$ cat src/rtl/uart_pkg.sv
// Shared types and default constants for the UART transmit arbiter.
package uart_pkg;

    localparam int unsigned DEF_N_REQ     = 4;
    localparam int unsigned DEF_DATA_BITS = 8;
    localparam int unsigned DEF_TIMEOUT   = 65535;

    typedef enum logic [1:0] {
        IDLE      = 2'd0,
        START     = 2'd1,
        WAIT_DONE = 2'd2,
        FINISH    = 2'd3
    } arb_state_t;

    // Index width that stays legal for a single requester.
    function automatic int unsigned idx_width(input int unsigned n);
        return (n > 1) ? $clog2(n) : 1;
    endfunction

endpackage

$ cat src/rtl/rr_picker.sv
// Combinational round-robin selector: first active request after last_owner, wrapping.
module rr_picker
    import uart_pkg::*;
#(
    parameter int unsigned N_REQ = DEF_N_REQ,
    parameter int unsigned IDX_W = idx_width(N_REQ)
) (
    input  logic [N_REQ-1:0] req,
    input  logic [IDX_W-1:0] last_owner,
    output logic [N_REQ-1:0] pick,
    output logic [IDX_W-1:0] pick_idx
);

    logic        found;
    int unsigned pos;

    always_comb begin
        pick     = '0;
        pick_idx = '0;
        found    = 1'b0;
        pos      = 0;
        for (int unsigned i = 1; i <= N_REQ; i++) begin
            pos = (32'(last_owner) + i) % N_REQ;
            if (!found && req[pos[IDX_W-1:0]]) begin
                pick[pos[IDX_W-1:0]] = 1'b1;
                pick_idx             = pos[IDX_W-1:0];
                found                = 1'b1;
            end
        end
    end

endmodule

$ cat src/rtl/uart_tx_arbiter.sv
// Shares one UART transmitter among N_REQ requesters with round-robin ownership,
// a start/done handshake and a per-transfer timeout.
module uart_tx_arbiter
    import uart_pkg::*;
#(
    parameter int unsigned N_REQ     = DEF_N_REQ,
    parameter int unsigned DATA_BITS = DEF_DATA_BITS,
    parameter int unsigned TIMEOUT   = DEF_TIMEOUT
) (
    input  logic                       clk,
    input  logic                       rst,
    input  logic [N_REQ-1:0]           req,
    input  logic [N_REQ*DATA_BITS-1:0] data_in,
    output logic [N_REQ-1:0]           grant,
    output logic [N_REQ-1:0]           ack,
    output logic [N_REQ-1:0]           err,
    output logic                       tx_start,
    output logic [DATA_BITS-1:0]       tx_data,
    input  logic                       tx_done,
    output logic                       busy
);

    localparam int unsigned IDX_W = idx_width(N_REQ);
    localparam int unsigned CNT_W = $clog2(TIMEOUT + 1);

    arb_state_t           state;
    logic [CNT_W-1:0]     cnt;
    logic [IDX_W-1:0]     last_owner;
    logic [N_REQ-1:0]     pick;
    logic [IDX_W-1:0]     pick_idx;
    logic [DATA_BITS-1:0] sel_data;

    rr_picker #(
        .N_REQ (N_REQ),
        .IDX_W (IDX_W)
    ) u_picker (
        .req        (req),
        .last_owner (last_owner),
        .pick       (pick),
        .pick_idx   (pick_idx)
    );

    // Byte of the requester the picker would grant this cycle.
    always_comb begin
        sel_data = '0;
        for (int i = 0; i < int'(N_REQ); i++) begin
            if (pick[i]) begin
                sel_data = data_in[i*DATA_BITS +: DATA_BITS];
            end
        end
    end

    // Transfer FSM; grant and tx_data stay frozen from selection until FINISH ends.
    always_ff @(posedge clk or negedge rst) begin
        if (!rst) begin
            state      <= IDLE;
            grant      <= '0;
            ack        <= '0;
            err        <= '0;
            tx_start   <= 1'b0;
            tx_data    <= '0;
            busy       <= 1'b0;
            cnt        <= '0;
            last_owner <= IDX_W'(N_REQ - 1);
        end else begin
            case (state)
                IDLE: begin
                    if (|req) begin
                        state      <= START;
                        grant      <= pick;
                        last_owner <= pick_idx;
                        tx_data    <= sel_data;
                        tx_start   <= 1'b1;
                        busy       <= 1'b1;
                    end
                end
                START: begin
                    state    <= WAIT_DONE;
                    tx_start <= 1'b0;
                    cnt      <= '0;
                end
                WAIT_DONE: begin
                    cnt <= cnt + CNT_W'(1);
                    // A done on the final counted cycle still wins over the timeout.
                    if (tx_done) begin
                        state <= FINISH;
                        ack   <= grant;
                    end else if (cnt == CNT_W'(TIMEOUT - 1)) begin
                        state <= FINISH;
                        err   <= grant;
                    end
                end
                FINISH: begin
                    state <= IDLE;
                    grant <= '0;
                    ack   <= '0;
                    err   <= '0;
                    busy  <= 1'b0;
                end
                default: begin
                    state <= IDLE;
                end
            endcase
        end
    end

endmodule
$ cat config.mk
export PLATFORM = sky130hd
export DESIGN_NAME = uart_tx_arbiter
export DESIGN_NICKNAME = d
export VERILOG_FILES = /design/src/rtl/uart_pkg.sv /design/src/rtl/rr_picker.sv /design/src/rtl/uart_tx_arbiter.sv
export SDC_FILE = /design/constraint.sdc
export NUM_CORES = 1
export LEC_CHECK = 0
export CORE_UTILIZATION = 52
export DETAILED_ROUTE_END_ITERATION = 7
export GPL_TIMING_DRIVEN = 0
export PLACE_DENSITY = 0.92
export SYNTH_ARGS = -nofsm -noshare
export SYNTH_HDL_FRONTEND = slang
export SYNTH_SLANG_ARGS = --single-unit
$ cat constraint.sdc
create_clock -name clk -period 3.8 [get_ports clk]
set_input_delay 0.76 -clock clk [delete_from_list [all_inputs] [get_ports clk]]
set_output_delay 0.76 -clock clk [all_outputs]
set_load 0.005 [all_outputs]
==> metrics.md, run 1 <==
| Metric | Value |
|---|---|
| Status | `finished clean` |
| Antenna violations before repair | `0` |
| Root Driver | `clkbuf_8` |
| I/O pins | `between 60 and 70` |
| Synth Flop Type | `dfrtp_1` |
| Setup_tns | `0 ns` |
| Setup crit end kind | `flop` |
| Largest net degree at the start of global routing | `35` |
| Die ar. | `~0.0059 mm²` |
| Clk_lat worst skew | `0.30 ns` |
| Clk buf depth | `2` |
| DP Worst Slack | `between 0.3 and 0.4 ns` |
| Synthesized area per cell | `between 9 and 10 µm²` |
| Final WS setup | `0.291 ns` |
| Setup bufs post-CTS | `0` |
| Vias | `about 2700` |
| Number of H-tree levels | `2` |
| Layout area overhead | `26.5%` |
| Peak VDD IR | `between 0.4 and 0.5 mV` |
| Share of cells above drive strength 1 | `roughly 11%` |
| Slew @ Worst Pin | `0.543 ns` |
| Post-CTS sizing | `0` |
| CP delay by family, top | `buffers and inverters` |
| ANT nets after route | `0` |
| 1st-iter DRT viols | `212` |
| Unrepaired setup endpoints after global routing | `no` |
| Yosys reg bits | `42` |
| First-pass GRT wire length | `between 10 and 15 mm` |
| Synth cell types | `52` |
| Post-Syn Area | `a little under 0.003 mm²` |
| Port Buf Inserts | `58` |
| Grt ovf | `0` |
| WL/cell | `about 15 µm` |
| Core box area | `0.00527 mm²` |
| Die height | `around 77 µm` |
| Starting Density | `roughly 55%` |
| Fin crit share | `roughly 90%` |
| Crit path cell chain | `buf_6 > clkbuf_1 > inv_1 > ha_1 > clkbuf_2 > mux4_2 > buf_2 > nand2_1 > o21ai_0 > o221ai_2 > o221ai_1 > a31o_2` |
| TritonCTS clock tree | `done` |
| Hold Crit Class | `in -> async` |
| Placer Congestion | `~0.79` |
| Post-Syn Nets | `~380` |
| Leakage | `roughly 1.6 nW` |
| ANT cells | `0` |
| Critical setup path kind | `reg -> reg` |
| Crit-path max FO | `10` |
| Fin nets | `~440` |
| Post-synth EDFFs | `0` |
| Hold buffers post-CTS | `0` |
| Final Critical Period | `3.51 ns` |
| GRT Total Usage | `25.4%` |
| Post-Route WL | `~7.0 mm` |
| CP max-delay cell | `dfstp_2` |
| Endpoints failing hold | `0` |
| Clock-pin slew on the worst setup and hold paths | `about 0.09 ns` |
| Final-report setup violation count | `0` |
| CP bufs+invs | `5` |
| Final setup skew | `0.00502 ns` |
| Critical path arrival | `around 3.7 ns` |
| Setup crit start kind | `flop` |
| CTS sink count | `42` |
| Post-synthesis sequential area ratio | `around 36%` |
| MaxCap Viol Count | `0` |
| Max Slew Vio Count | `0` |
| Chip width | `a little under 80 µm` |
| CTS Buf Count | `5` |
| # DRC | `0` |
| Worst path max stage delay | `just under 0.6 ns` |
| FILL cells | `418` |
| Fraction of registers with async set/reset | `100%` |
| Fmax | `285 MHz` |
| DR vias/cell | `between 5 and 6` |
| Required @ worst endpoint | `roughly 4 ns` |
| Slew margin rel. | `around 64%` |
| HPWL Detailed | `5.23 mm` |
| Power per cell area | `between 700 and 800 mW/mm²` |
| Vias in the first global route | `around 2600` |
| Mapped Cells | `~320` |
| First drt pass iteration count | `4` |
| Synth warn | `0` |
| Row Count | `26` |
state kept, by name (all words and copies together) (netlist names):
signal and cells:
busy 1, state 2, last_owner 2, grant 4
cnt 16, tx_data 8, ack 4, tx_start 1
err 4
per-layer routing:
layer | vias to the layer above | global-route usage, % | wire, µm
met4 | 0 | 6.73 | 85
met5 | - | 0 | 0
met1 | 1284 | 31.0 | 2820
met3 | 10 | 5.95 | 459
met2 | 105 | 44.7 | 3610
li1 | 1272 | - | -
worst reg2reg max path: cells and delay by family (launching register included):
family | cells | cell delay [ns]
buf+inv | 5 | 1.06
compound gates | 4 | 1.01
flops | 1 | 0.59
fa+ha+maj | 1 | 0.33
mux | 1 | 0.33
simple gates | 1 | 0.08
through the flow:
step	utilization (%)	hold WS [ns]	instance area (µm²)	instances	total power, W
after floorplan	-	0.464	2920	324	0.00196
after global placement	68.1	0.463	3590	452	0.00245
after detailed placement	68.4	0.486	3600	453	0.00251
after CTS	70.1	0.309	3690	461	0.00282
after global routing	70.1	0.316	3690	461	0.00304
final	70.1	0.311	3690	461	0.00282
report_power, final:
group          leakage, nW  total (W)  internal (W)  switching, W
Clock               0.0441   0.000294      0.000129      0.000164
Sequential           0.554   0.000693      0.000586      0.000108
Combinational         1.03    0.00184      0.000837       0.00100
Total                 1.63    0.00282       0.00155       0.00127
layout by cell type, fill, tap and decap left out, types with 6 or more instances in the layout:
cell type        instances
nand4_1                  6
buf_2                    6
clkdlybuf4s50_1         57
xor2_1                   6
mux2i_1                  6
or2_2                    7
a21oi_1                  7
a22o_1                   8
nand3_1                 10
inv_1                   37
nand2b_1                 8
o21ai_0                 15
dfrtp_1                 40
o31ai_1                 12
nor2_1                  15
clkbuf_1                 8
o221ai_1                10
nand2_1                 41
ha_1                    15
synth_stat cells (3+ instances only):
cell,n,share of area (%)
o22ai_1,4,0.86
a31o_2,4,1.2
buf_6,3,1.2
a21oi_1,7,1.2
nand3b_1,3,0.77
o221ai_1,10,3.0
and4_1,5,1.5
buf_2,5,0.86
mux2i_1,6,2.1
nand2_1,41,5.3
nor2_1,15,1.9
dfrtp_1,40,34
xnor2_1,3,0.90
nand4_1,6,1.3
or3_1,4,0.86
inv_1,37,4.8
or2_2,7,1.5
a22o_1,8,2.4
clkbuf_1,8,1.0
nand3_1,10,1.7
nand2b_1,8,1.7
a31o_1,4,1.2
nor2b_1,4,0.86
o21ai_0,15,2.6
ha_1,15,6.4
o31ai_1,12,3.1
o211ai_1,5,1.3
xor2_1,6,1.8
mux4_2,3,2.3
worst paths after layout:
path,startpoint,to,slack (ns),depth (start not counted)
max,last_owner[0],tx_data[7],0.29,12
min,rst,cnt[4],0.31,1
max reg2reg,last_owner[0],tx_data[7],0.29,12
min reg2reg,busy,busy,0.51,1
max in group asynchronous,rst,last_owner[0],2.97,2
min in group clk,busy,busy,0.51,1
final cells by class:
class	count	area [µm²]	share of cell area (%)
clock inverters	3	21.3	0.576
multi-input cells	227	1630	44.1
clock buffers	5	68.8	1.86
well taps	70	87.6	2.37
repair buffers	59	596	16.1
flip-flops and latches	42	1050	28.5
inverters	37	139	3.76
plain buffers	18	101	2.74
kinds of logic after synthesis:
group	count (synthesis)	share of synthesized area, %
AND/OR/NAND/NOR	112	20.0
AO/OA/AOI/OAI	80	21.0
buffers and inverters	55	8.22
flip-flops	42	36.1
adder cells (fa/ha/maj)	15	6.42
multiplexers	11	5.65
XOR/XNOR	9	2.70
Power figures use the tool's default switching activity.
==> run 2, diff against run 1 <==
--- a/config.mk
+++ b/config.mk
@@ -5,6 +5,7 @@
 export SDC_FILE = /design/constraint.sdc
 export NUM_CORES = 1
 export LEC_CHECK = 0
+export ABC_CLOCK_PERIOD_IN_PS = 3800
 export CORE_UTILIZATION = 52
 export DETAILED_ROUTE_END_ITERATION = 7
 export GPL_TIMING_DRIVEN = 0
==> constraint.sdc (replaced) <==
create_clock -name clk -period 3.8 [get_ports clk]
set_input_delay 0.76 -clock clk [delete_from_list [all_inputs] [get_ports clk]]
set_output_delay 0.76 -clock clk [all_outputs]
set_load 0.05 [all_outputs]
==> results of run 2 <==
Same layout as run 1 (identical final DEF). Status: finished clean.
Main changes from that run: total power 0.00282 W -> 0.00315 W; worst IR drop on VDD 0.490 mV -> 0.543 mV
